## config.mk

```make
export PLATFORM = sky130hd
export DESIGN_NAME = uart_tx_buffered
export DESIGN_NICKNAME = d
export VERILOG_FILES = /design/src/rtl/uart_tx_buffered.sv
export SDC_FILE = /design/constraint.sdc
export NUM_CORES = 1
export LEC_CHECK = 0
export CORE_MARGIN = 4
export CORE_UTILIZATION = 58
export CTS_CLUSTER_SIZE = 20
export DETAILED_ROUTE_END_ITERATION = 10
export PLACE_DENSITY = 0.84
export SYNTH_ARGS = -nofsm -noshare
export SYNTH_HDL_FRONTEND = slang
export SYNTH_SLANG_ARGS = --single-unit
```

## constraint.sdc

```tcl
create_clock -name clk -period 2.7 [get_ports clk]
set_input_delay 0.54 -clock clk [delete_from_list [all_inputs] [get_ports clk]]
set_output_delay 0.54 -clock clk [all_outputs]
set_load 0.02 [all_outputs]
```

## src/rtl/uart_tx_buffered.sv

```systemverilog
// UART transmitter with a 16x-oversampled baud divider and a transmit FIFO.
// Line-facing outputs are registered, so tx/tx_busy/tx_done_tick trail the FSM state by one cycle.
module uart_tx_buffered #(
   parameter real CLK_FREQ   = 100_000_000.0,
   parameter real BAUDRATE   = 115_200.0,
   parameter int  DATA_BITS  = 8,
   parameter int  PARITY     = 0,
   parameter int  STOP_BITS  = 1,
   parameter int  FIFO_DEPTH = 4
) (
   input  logic                          clk,
   input  logic                          reset_n,
   input  logic                          tx_valid,
   output logic                          tx_ready,
   input  logic [DATA_BITS-1:0]          tx_data,
   output logic                          tx,
   output logic                          tx_busy,
   output logic                          tx_done_tick,
   output logic [$clog2(FIFO_DEPTH):0]   fifo_count
);

   localparam int DIV_RAW = $rtoi(CLK_FREQ / (16.0 * BAUDRATE) + 0.5);
   localparam int DIV     = (DIV_RAW < 1) ? 1 : DIV_RAW;
   localparam int DIV_W   = (DIV > 1) ? $clog2(DIV) : 1;
   localparam int PTR_W   = $clog2(FIFO_DEPTH);
   localparam int CNT_W   = PTR_W + 1;
   localparam int BIT_W   = $clog2(DATA_BITS);

   localparam logic [DIV_W-1:0] DIV_LAST        = DIV_W'(DIV - 1);
   localparam logic [4:0]       BIT_TICKS_LAST  = 5'd15;
   localparam logic [4:0]       STOP_TICKS_LAST = 5'(16 * STOP_BITS - 1);
   localparam logic [BIT_W-1:0] DATA_LAST       = BIT_W'(DATA_BITS - 1);
   localparam logic [CNT_W-1:0] DEPTH_C         = CNT_W'(FIFO_DEPTH);

   generate
      if (DATA_BITS < 5 || DATA_BITS > 9) begin : g_bad_data_bits
         $error("uart_tx_buffered: DATA_BITS must be in 5..9");
      end
      if (PARITY < 0 || PARITY > 2) begin : g_bad_parity
         $error("uart_tx_buffered: PARITY must be 0, 1 or 2");
      end
      if (STOP_BITS < 1 || STOP_BITS > 2) begin : g_bad_stop_bits
         $error("uart_tx_buffered: STOP_BITS must be 1 or 2");
      end
      if (FIFO_DEPTH < 2 || (FIFO_DEPTH & (FIFO_DEPTH - 1)) != 0) begin : g_bad_depth
         $error("uart_tx_buffered: FIFO_DEPTH must be a power of two >= 2");
      end
      if (BAUDRATE <= 0.0 || CLK_FREQ <= 0.0) begin : g_bad_rates
         $error("uart_tx_buffered: CLK_FREQ and BAUDRATE must be positive");
      end
   endgenerate

   typedef enum logic [2:0] {
      S_IDLE,
      S_START,
      S_DATA,
      S_PARITY,
      S_STOP
   } state_t;

   // ---------------- transmit FIFO ----------------
   logic [DATA_BITS-1:0] mem [FIFO_DEPTH];
   logic [PTR_W-1:0]     wr_ptr;
   logic [PTR_W-1:0]     rd_ptr;
   logic [DATA_BITS-1:0] head;
   logic                 wr_en;
   logic                 pop;

   assign tx_ready = (fifo_count != DEPTH_C);
   assign wr_en    = tx_valid && tx_ready;
   assign head     = mem[rd_ptr];

   always_ff @(posedge clk) begin
      if (wr_en) begin
         mem[wr_ptr] <= tx_data;
      end
   end

   always_ff @(posedge clk or negedge reset_n) begin
      if (!reset_n) begin
         wr_ptr     <= '0;
         rd_ptr     <= '0;
         fifo_count <= '0;
      end else begin
         if (wr_en) begin
            wr_ptr <= wr_ptr + PTR_W'(1);
         end
         if (pop) begin
            rd_ptr <= rd_ptr + PTR_W'(1);
         end
         case ({wr_en, pop})
            2'b10:   fifo_count <= fifo_count + CNT_W'(1);
            2'b01:   fifo_count <= fifo_count - CNT_W'(1);
            default: fifo_count <= fifo_count;
         endcase
      end
   end

   // ---------------- framing FSM ----------------
   state_t               state,   state_n;
   logic [DIV_W-1:0]     div_cnt, div_n;
   logic [4:0]           tick_cnt, tick_n;
   logic [BIT_W-1:0]     bit_cnt, bit_n;
   logic [DATA_BITS-1:0] shreg,   shreg_n;
   logic                 par_bit, par_n;
   logic                 tx_n;
   logic                 busy_n;
   logic                 done_n;
   logic                 s_tick;
   logic [4:0]           tick_last;
   logic                 bit_end;

   assign s_tick    = (div_cnt == DIV_LAST);
   assign tick_last = (state == S_STOP) ? STOP_TICKS_LAST : BIT_TICKS_LAST;
   assign bit_end   = s_tick && (tick_cnt == tick_last);

   always_ff @(posedge clk or negedge reset_n) begin
      if (!reset_n) begin
         state        <= S_IDLE;
         div_cnt      <= '0;
         tick_cnt     <= '0;
         bit_cnt      <= '0;
         shreg        <= '0;
         par_bit      <= 1'b0;
         tx           <= 1'b1;
         tx_busy      <= 1'b0;
         tx_done_tick <= 1'b0;
      end else begin
         state        <= state_n;
         div_cnt      <= div_n;
         tick_cnt     <= tick_n;
         bit_cnt      <= bit_n;
         shreg        <= shreg_n;
         par_bit      <= par_n;
         tx           <= tx_n;
         tx_busy      <= busy_n;
         tx_done_tick <= done_n;
      end
   end

   // The line bit is chosen from the current state and registered, which is why
   // busy/done are also derived from the current state rather than the next one.
   always_comb begin
      state_n = state;
      div_n   = s_tick ? '0 : div_cnt + DIV_W'(1);
      tick_n  = s_tick ? (bit_end ? '0 : tick_cnt + 5'd1) : tick_cnt;
      bit_n   = bit_cnt;
      shreg_n = shreg;
      par_n   = par_bit;
      tx_n    = 1'b1;
      busy_n  = (state != S_IDLE);
      done_n  = 1'b0;
      pop     = 1'b0;
      unique case (state)
         S_IDLE: begin
            div_n  = '0;
            tick_n = '0;
            bit_n  = '0;
            if (fifo_count != '0) begin
               pop     = 1'b1;
               shreg_n = head;
               par_n   = (PARITY == 1) ? ~^head : ^head;
               state_n = S_START;
            end
         end
         S_START: begin
            tx_n = 1'b0;
            if (bit_end) begin
               state_n = S_DATA;
            end
         end
         S_DATA: begin
            tx_n = shreg[0];
            if (bit_end) begin
               shreg_n = shreg >> 1;
               if (bit_cnt == DATA_LAST) begin
                  bit_n   = '0;
                  state_n = (PARITY != 0) ? S_PARITY : S_STOP;
               end else begin
                  bit_n = bit_cnt + BIT_W'(1);
               end
            end
         end
         S_PARITY: begin
            tx_n = par_bit;
            if (bit_end) begin
               state_n = S_STOP;
            end
         end
         S_STOP: begin
            tx_n = 1'b1;
            if (bit_end) begin
               done_n  = 1'b1;
               state_n = S_IDLE;
            end
         end
         default: begin
            state_n = S_IDLE;
         end
      endcase
   end

endmodule
```

## Word-level counts from Yosys, hierarchy flattened

Memories as Yosys holds them, arrays and structs flattened.
Index checks and enable logic that the tools add are counted.

| operators by class | value |
|---|---|
| magnitude comparators | 0 |
| div/mod/pow operators | 0 |
| muxes and demuxes | 26 |
| add/subtract/negate cells | 7 |
| reduce and logical (&&, ||, !) cells | 13 |
| multiply operators | 0 |
| shift operators | 0 |
| eq/ne operators | 16 |
| bitwise operators | 0 |

Operators with widths:

| cell | number |
|---|---|
| 3-bit 2-to-1 mux | 8 |
| 8-bit 2-to-1 mux | 2 |
| 8-bit case mux with 2 select lines | 1 |
| 5-bit 2-to-1 mux | 3 |
| 3-bit case mux with 5 select lines | 1 |
| 6-bit 2-to-1 mux | 2 |
| 2-bit != test, second input constant | 6 |
| 3-bit case mux with 2 select lines | 2 |
| 8-bit XOR reduction | 1 |
| 3-bit by 1-bit adder with 3-bit output, second input constant | 2 |
| 6-bit by 1-bit adder with 6-bit output, second input constant | 1 |
| 3-bit by 2-bit == test with 1-bit output, second input constant | 2 |
| 3-bit == test, second input constant | 2 |
| 6-bit == test, second input constant | 1 |
| 1-bit 2-to-1 mux | 6 |
| 6-bit AND reduction | 1 |
| 2-bit nonzero test | 3 |
| 3-bit nonzero test | 2 |
| 5-bit by 1-bit adder with 5-bit output, second input constant | 1 |
| 5-bit by 4-bit == test with 1-bit output, second input constant | 1 |
| 2-bit by 1-bit adder with 2-bit output, second input constant | 2 |
| 2-bit AND reduction | 2 |
| 3-bit by 1-bit == test with 1-bit output, second input constant | 1 |
| 3-bit logical NOT | 1 |
| 7 further kinds | 8 |

| storage, ports and cells | value |
|---|---|
| memory bits (writable) | 32 |
| input bits | 11 |
| output and inout bits | 7 |
| word-level logic and storage cells | 75 |
| bits in read-only memories | 0 |
| memories kept | 1 |
| latch bits | 0 |
| flip-flop bits (word level) | 36 |

Memories:

| name | words | width | rd ports | clocked after Yosys merged registers in | write ports | RTL line | RTL |
|---|---|---|---|---|---|---|---|
| mem | 4 | 8 | 1 | 0 | 1 | 62 | `logic [DATA_BITS-1:0] mem [FIFO_DEPTH];` |

## Depth between registers and ports, before layout

| depth | value |
|---|---|
| word-level depth | 5 |
| gate-level depth with buffers | 10 |
| gate-level depth less buffers | 10 |

## Worst setup path after synthesis

Ideal clock, no wire load.

| path | value |
|---|---|
| kind | reg-to-reg |
| start point | reg state[0] |
| end point | reg fifo_count[2] |
| required time | 2.620 ns |
| cell stages (with the launch flop) | 10 |
| buffers on the path | 0 |
| clock period less this slack | 2.371 ns |
| arrival time | 2.292 ns |
| path slack | 0.329 ns |
| library setup time | 0.080 ns |
| path through | dfrtp_1 nor3_1 inv_2 nor2_1 ha_1 inv_1 fa_1 xor2_1 nor2_1 xor2_1 |

| between the ends | value |
|---|---|
| cells in the longest elaborated chain, start to end | 4 |
| elaborated cells between the ends (all ways) | 6 |
| those cells by class | 2 x eq/ne; 2 x mux; 2 x reduce/logical |

RTL lines:

| what | RTL line | RTL |
|---|---|---|
| start: declaration | 100 | `state_t state, state_n;` |
| start signal: assignment | 129 | `state <= state_n;` |
| 3-bit logical NOT (*) | 154 | `unique case (state)` |
| 1-bit 2-to-1 mux (*) | 154 |  |
| net pop | 67 | `logic pop;` |
| 2-bit by 1-bit == test with 1-bit output or 2-bit == test (tied branches) | 91 | `case ({wr_en, pop})` |
| 3-bit case mux with 2 select lines or 2-bit nonzero test (tied branches) | -- |  |
| end signal: assignment | 92 | `2'b10: fifo_count <= fifo_count + CNT_W'(1);` |
| end signal: assignment | 93 | `2'b01: fifo_count <= fifo_count - CNT_W'(1);` |
| end signal: assignment | 94 | `default: fifo_count <= fifo_count;` |
| end: declaration | 19 | `output logic [$clog2(FIFO_DEPTH):0] fifo_count` |

Mark *: on every way through the listed nets, which the timed path passes. The rest lies on a longest branch.
A chain may end at the register's enable or synchronous reset.

## Worst setup path in the final report

Ends and elaborated chain as after synthesis.

==> impl_metrics.xml <==
<?xml version="1.0" encoding="UTF-8"?>
<metrics>
  <group name="floorplanning">
    <metric name="fp.dieH" unit="um">79.66</metric>
    <metric name="core_region_area" unit="sq um">4848</metric>
    <metric name="initial_utilization" unit="%">61.42</metric>
    <metric name="placement_rows" unit="">25</metric>
    <metric name="die-area" unit="sq um">6345</metric>
    <metric name="design.portCount" unit="">18</metric>
    <metric name="die_width" unit="um">79.66</metric>
  </group>
  <group name="clocking">
    <metric name="path_clk_slew" unit="ps">70</metric>
    <metric name="cts_max_path_buffers" unit="">2</metric>
    <metric name="numCtsBuffers" unit="">9</metric>
    <metric name="cts_max_level" unit="">3</metric>
    <metric name="tritoncts_num_sinks" unit="">68</metric>
    <metric name="cts_repair_resize_count" unit="">0</metric>
    <metric name="worstSkewPairLatency" unit="ps">330</metric>
    <metric name="cts.repair_timing.setup_buffer_count" unit="">0</metric>
    <metric name="cts_tree" unit="">done</metric>
    <metric name="clockRootBuffer" unit="">clkbuf_8</metric>
    <metric name="cts_hold_repair.buffers" unit="">0</metric>
  </group>
  <group name="yosys">
    <metric name="synth_warnings" unit="">0</metric>
    <metric name="yosys_most_used_dff" unit="">dfrtp_1</metric>
    <metric name="syn_inst" unit="">215</metric>
    <metric name="synth_area_per_inst" unit="sq um">13.85</metric>
    <metric name="synth_commonest_cells" unit="">35 x dfrtp_1, 32 x edfxtp_1, 24 x nor2_1, 14 x inv_1, 13 x xnor2_1</metric>
    <metric name="post_synth_num_cell_types" unit="">38</metric>
    <metric name="synth_enable_flop_cells" unit="">32</metric>
    <metric name="synth.most_common_cell" unit="">dfrtp_1</metric>
    <metric name="ys_top_cells_by_area" unit="">edfxtp_1 32%, dfrtp_1 29%, mux4_2 6.1%</metric>
    <metric name="ys_ff_latch" unit="">68</metric>
    <metric name="mappedNetlistArea" unit="sq um">2978</metric>
    <metric name="seq_area_frac_synth" unit="%">62.56</metric>
    <metric name="synth_top_cell_by_area" unit="">edfxtp_1</metric>
    <metric name="async_reset_ff_share" unit="%">52.94</metric>
    <metric name="syn-num-nets" unit="">237</metric>
    <metric name="synth_top_area_share" unit="%">32.27</metric>
  </group>
  <group name="critical_path">
    <metric name="timing.rr.end" unit="">fifo_count[2]</metric>
    <metric name="cpLargestDelayFamily" unit="">simple AND/OR/NAND/NOR gates</metric>
    <metric name="cp_cell_sequence" unit="">nor3_1 &gt; inv_2 &gt; nor2_1 &gt; ha_1 &gt; inv_1 &gt; fa_1 &gt; xor2_1 &gt; nor2_1 &gt; xor2_1</metric>
    <metric name="cp.arrival" unit="ps">2540</metric>
    <metric name="crit_path_top_delay_cell" unit="">dfrtp_1</metric>
    <metric name="crit_required" unit="ps">2960</metric>
    <metric name="crit_path_max_incr_delay" unit="ps">450</metric>
    <metric name="cp-end-kind" unit="">register</metric>
    <metric name="worstRegToRegCells" unit="">9</metric>
    <metric name="rr_startpoint" unit="">state[0]</metric>
    <metric name="setup.worst_path.class" unit="">register to register</metric>
    <metric name="crit_path_start_kind" unit="">register</metric>
    <metric name="r2r_slack" unit="ps">420</metric>
    <metric name="crit_fanout" unit="">8</metric>
    <metric name="critical_path_buf_inv_count" unit="">2</metric>
  </group>
  <group name="detailed_routing">
    <metric name="firstDrtPassIters" unit="">4</metric>
    <metric name="routed-via-count" unit="">1655</metric>
    <metric name="drc" unit="">0</metric>
    <metric name="total_routed_length" unit="mm">4.683</metric>
    <metric name="drt_first_iter_violations" unit="">55</metric>
    <metric name="route.detailed.wl_per_inst" unit="um">15.01</metric>
    <metric name="post_drt_via_cell_ratio" unit="">5.304</metric>
    <metric name="final_antenna_violating_net_count" unit="">0</metric>
  </group>
  <group name="grt">
    <metric name="first_global_vias" unit="">1694</metric>
    <metric name="grt_overflow" unit="">0</metric>
    <metric name="first_pass_grt_wire_length" unit="mm">8.148</metric>
    <metric name="grt_antenna_before_repair" unit="">0</metric>
    <metric name="maximum_number_of_pins_on_one_net_before_global_route_repair" unit="">37</metric>
    <metric name="gr-usage-all-layers" unit="%">17.10</metric>
  </group>
  <group name="timing">
    <metric name="tightestPinTransition" unit="ps">782.9</metric>
    <metric name="min_period_over_period" unit="%">84.52</metric>
    <metric name="timing_hold_violations_final" unit="">0</metric>
    <metric name="max_freq" unit="GHz">0.4382</metric>
    <metric name="clock_skews" unit="ps">6.950</metric>
    <metric name="setup_viol_count_final" unit="">0</metric>
    <metric name="layout_min_cycle_time" unit="ps">2282</metric>
    <metric name="finalSetupTns" unit="ps">0</metric>
    <metric name="max_slew_margin" unit="%">47.81</metric>
    <metric name="setup_repair_after_global_routing_missed_its_margin" unit="">false</metric>
    <metric name="report.final.slew_viol_count" unit="">0</metric>
  </group>
  <group name="run_status">
    <metric name="outcome" unit="">finished clean</metric>
  </group>
  <group name="power">
    <metric name="netSwitchingPower" unit="mW">0.6924</metric>
    <metric name="clock_power_share" unit="%">31.6</metric>
    <metric name="total_leakage_power" unit="nW">1.371</metric>
    <metric name="power-per-cell-area" unit="nW/um^2">750.8</metric>
    <metric name="fraction_of_power_consumed_by_sequential_logic" unit="%">50.6</metric>
    <metric name="vdd_drop_max" unit="V">0.0005350</metric>
    <metric name="switching_share" unit="%">27.20</metric>
    <metric name="power.internal" unit="mW">1.853</metric>
    <metric name="comb_power_share" unit="%">17.8</metric>
  </group>
  <group name="finish">
    <metric name="design_area" unit="sq um">3391</metric>
    <metric name="nets" unit="">262</metric>
    <metric name="fillerInstances" unit="">328</metric>
    <metric name="antenna_cells_inserted" unit="">0</metric>
    <metric name="drive_above_1_share" unit="%">15.10</metric>
    <metric name="area_growth" unit="%">13.87</metric>
  </group>
  <group name="placement">
    <metric name="number_of_i_o_port_buffers" unit="">17</metric>
    <metric name="post_dp_cell_area" unit="sq um">3199</metric>
    <metric name="gp_congestion" unit="">0.7444</metric>
    <metric name="detailed_place_hpwl" unit="mm">3.351</metric>
  </group>
  <group name="min_path">
    <metric name="hold_path_class" unit="">input port to asynchronous set/reset pin</metric>
  </group>
  <group name="run">
    <metric name="cap_viol_max_count" unit="">0</metric>
  </group>
</metrics>
-- registers in the layout, indices dropped and copies added, names as in the netlist, 2 cells and up --
name / flops
bit_cnt: 3
div_cnt: 6
fifo_count: 3
mem: 32
rd_ptr: 2
shreg: 8
state: 3
tick_cnt: 5
wr_ptr: 2
-- placed cells by master, fill, tap and decap left out, types with 6 or more instances in the layout --
master           synthesis  layout
xor2_1                   7       7
nand3_1                  8       8
clkbuf_8                 0       9
ha_1                    10      10
a21oi_1                  7       7
xnor2_1                 13      13
mux4_2                   8       8
clkdlybuf4s50_1          0      16
inv_1                   14      14
mux2i_1                  9       9
dfrtp_1                 35      35
o21ai_0                  6       6
nor2_1                  24      24
edfxtp_1                32      32
-- layer usage --
metal	global-route usage, %	routed length (um)	vias to the layer above
li1	-	-	808
met1	23.38	2202	813
met2	26.29	2240	24
met3	4.740	158	10
met4	6.186	82	0
met5	0	0	-
-- cell families (layout without fill, tap and decap cells) --
kind of cell    count (synthesis)  in the layout  synth area share, %
flops                          68             68                62.56
simple gates                   56             56                9.328
compound gates                 22             22                4.706
buf+inv                        21             51                3.571
xor+xnor                       20             20                5.882
mux                            17             17                9.076
fa+ha+maj                      11             11                4.874
-- cell type report --
type / count / area (sq um) / share of cell area, %
inverter: 15 / 56.30 / 1.661
tap: 67 / 83.83 / 2.472
sequential: 68 / 1863 / 54.94
clock inverter: 7 / 67.56 / 1.993
multi-input combinational: 126 / 1008 / 29.74
timing repair buffer: 20 / 187.7 / 5.535
clock buffer: 9 / 123.9 / 3.653
-- worst max path at each step --
| stage | endpoint | start | cells after the start | slack, ps |
|---|---|---|---|---|
| detailed placement | fifo_count[2] | tx_valid | 9 | 320 |
| global placement | fifo_count[2] | tx_valid | 9 | 400 |
| finish | fifo_count[2] | state[0] | 9 | 420 |
| floorplan | fifo_count[2] | state[0] | 9 | 330 |
| CTS | fifo_count[2] | state[0] | 9 | 420 |
| global route | fifo_count[2] | state[0] | 9 | 250 |
-- stage by stage --
step	power [mW]	setup WS, ps	util (%)	cells	hold slack [ps]
floorplan	1.600	328.7	-	215	244.4
global placement	1.752	401.5	65.99	296	476.3
detailed placement	1.770	315.4	65.99	296	482.7
CTS	2.566	418.6	69.94	312	314.7
global route	2.668	245.5	69.94	312	346.2
finish	2.546	418.0	69.94	312	280.3
-- power groups by stage --
stage / registers (mW) / clock network, mW / logic, mW
5_1_grt: 1.30 / 0.866 / 0.501
2_1_floorplan: 1.32 / 0 / 0.278
4_1_cts: 1.29 / 0.814 / 0.462
6_report: 1.29 / 0.805 / 0.452
3_3_place_gp: 1.30 / 0 / 0.449
3_5_place_dp: 1.31 / 0 / 0.459
Note: power is estimated with default switching activity, not from simulation.
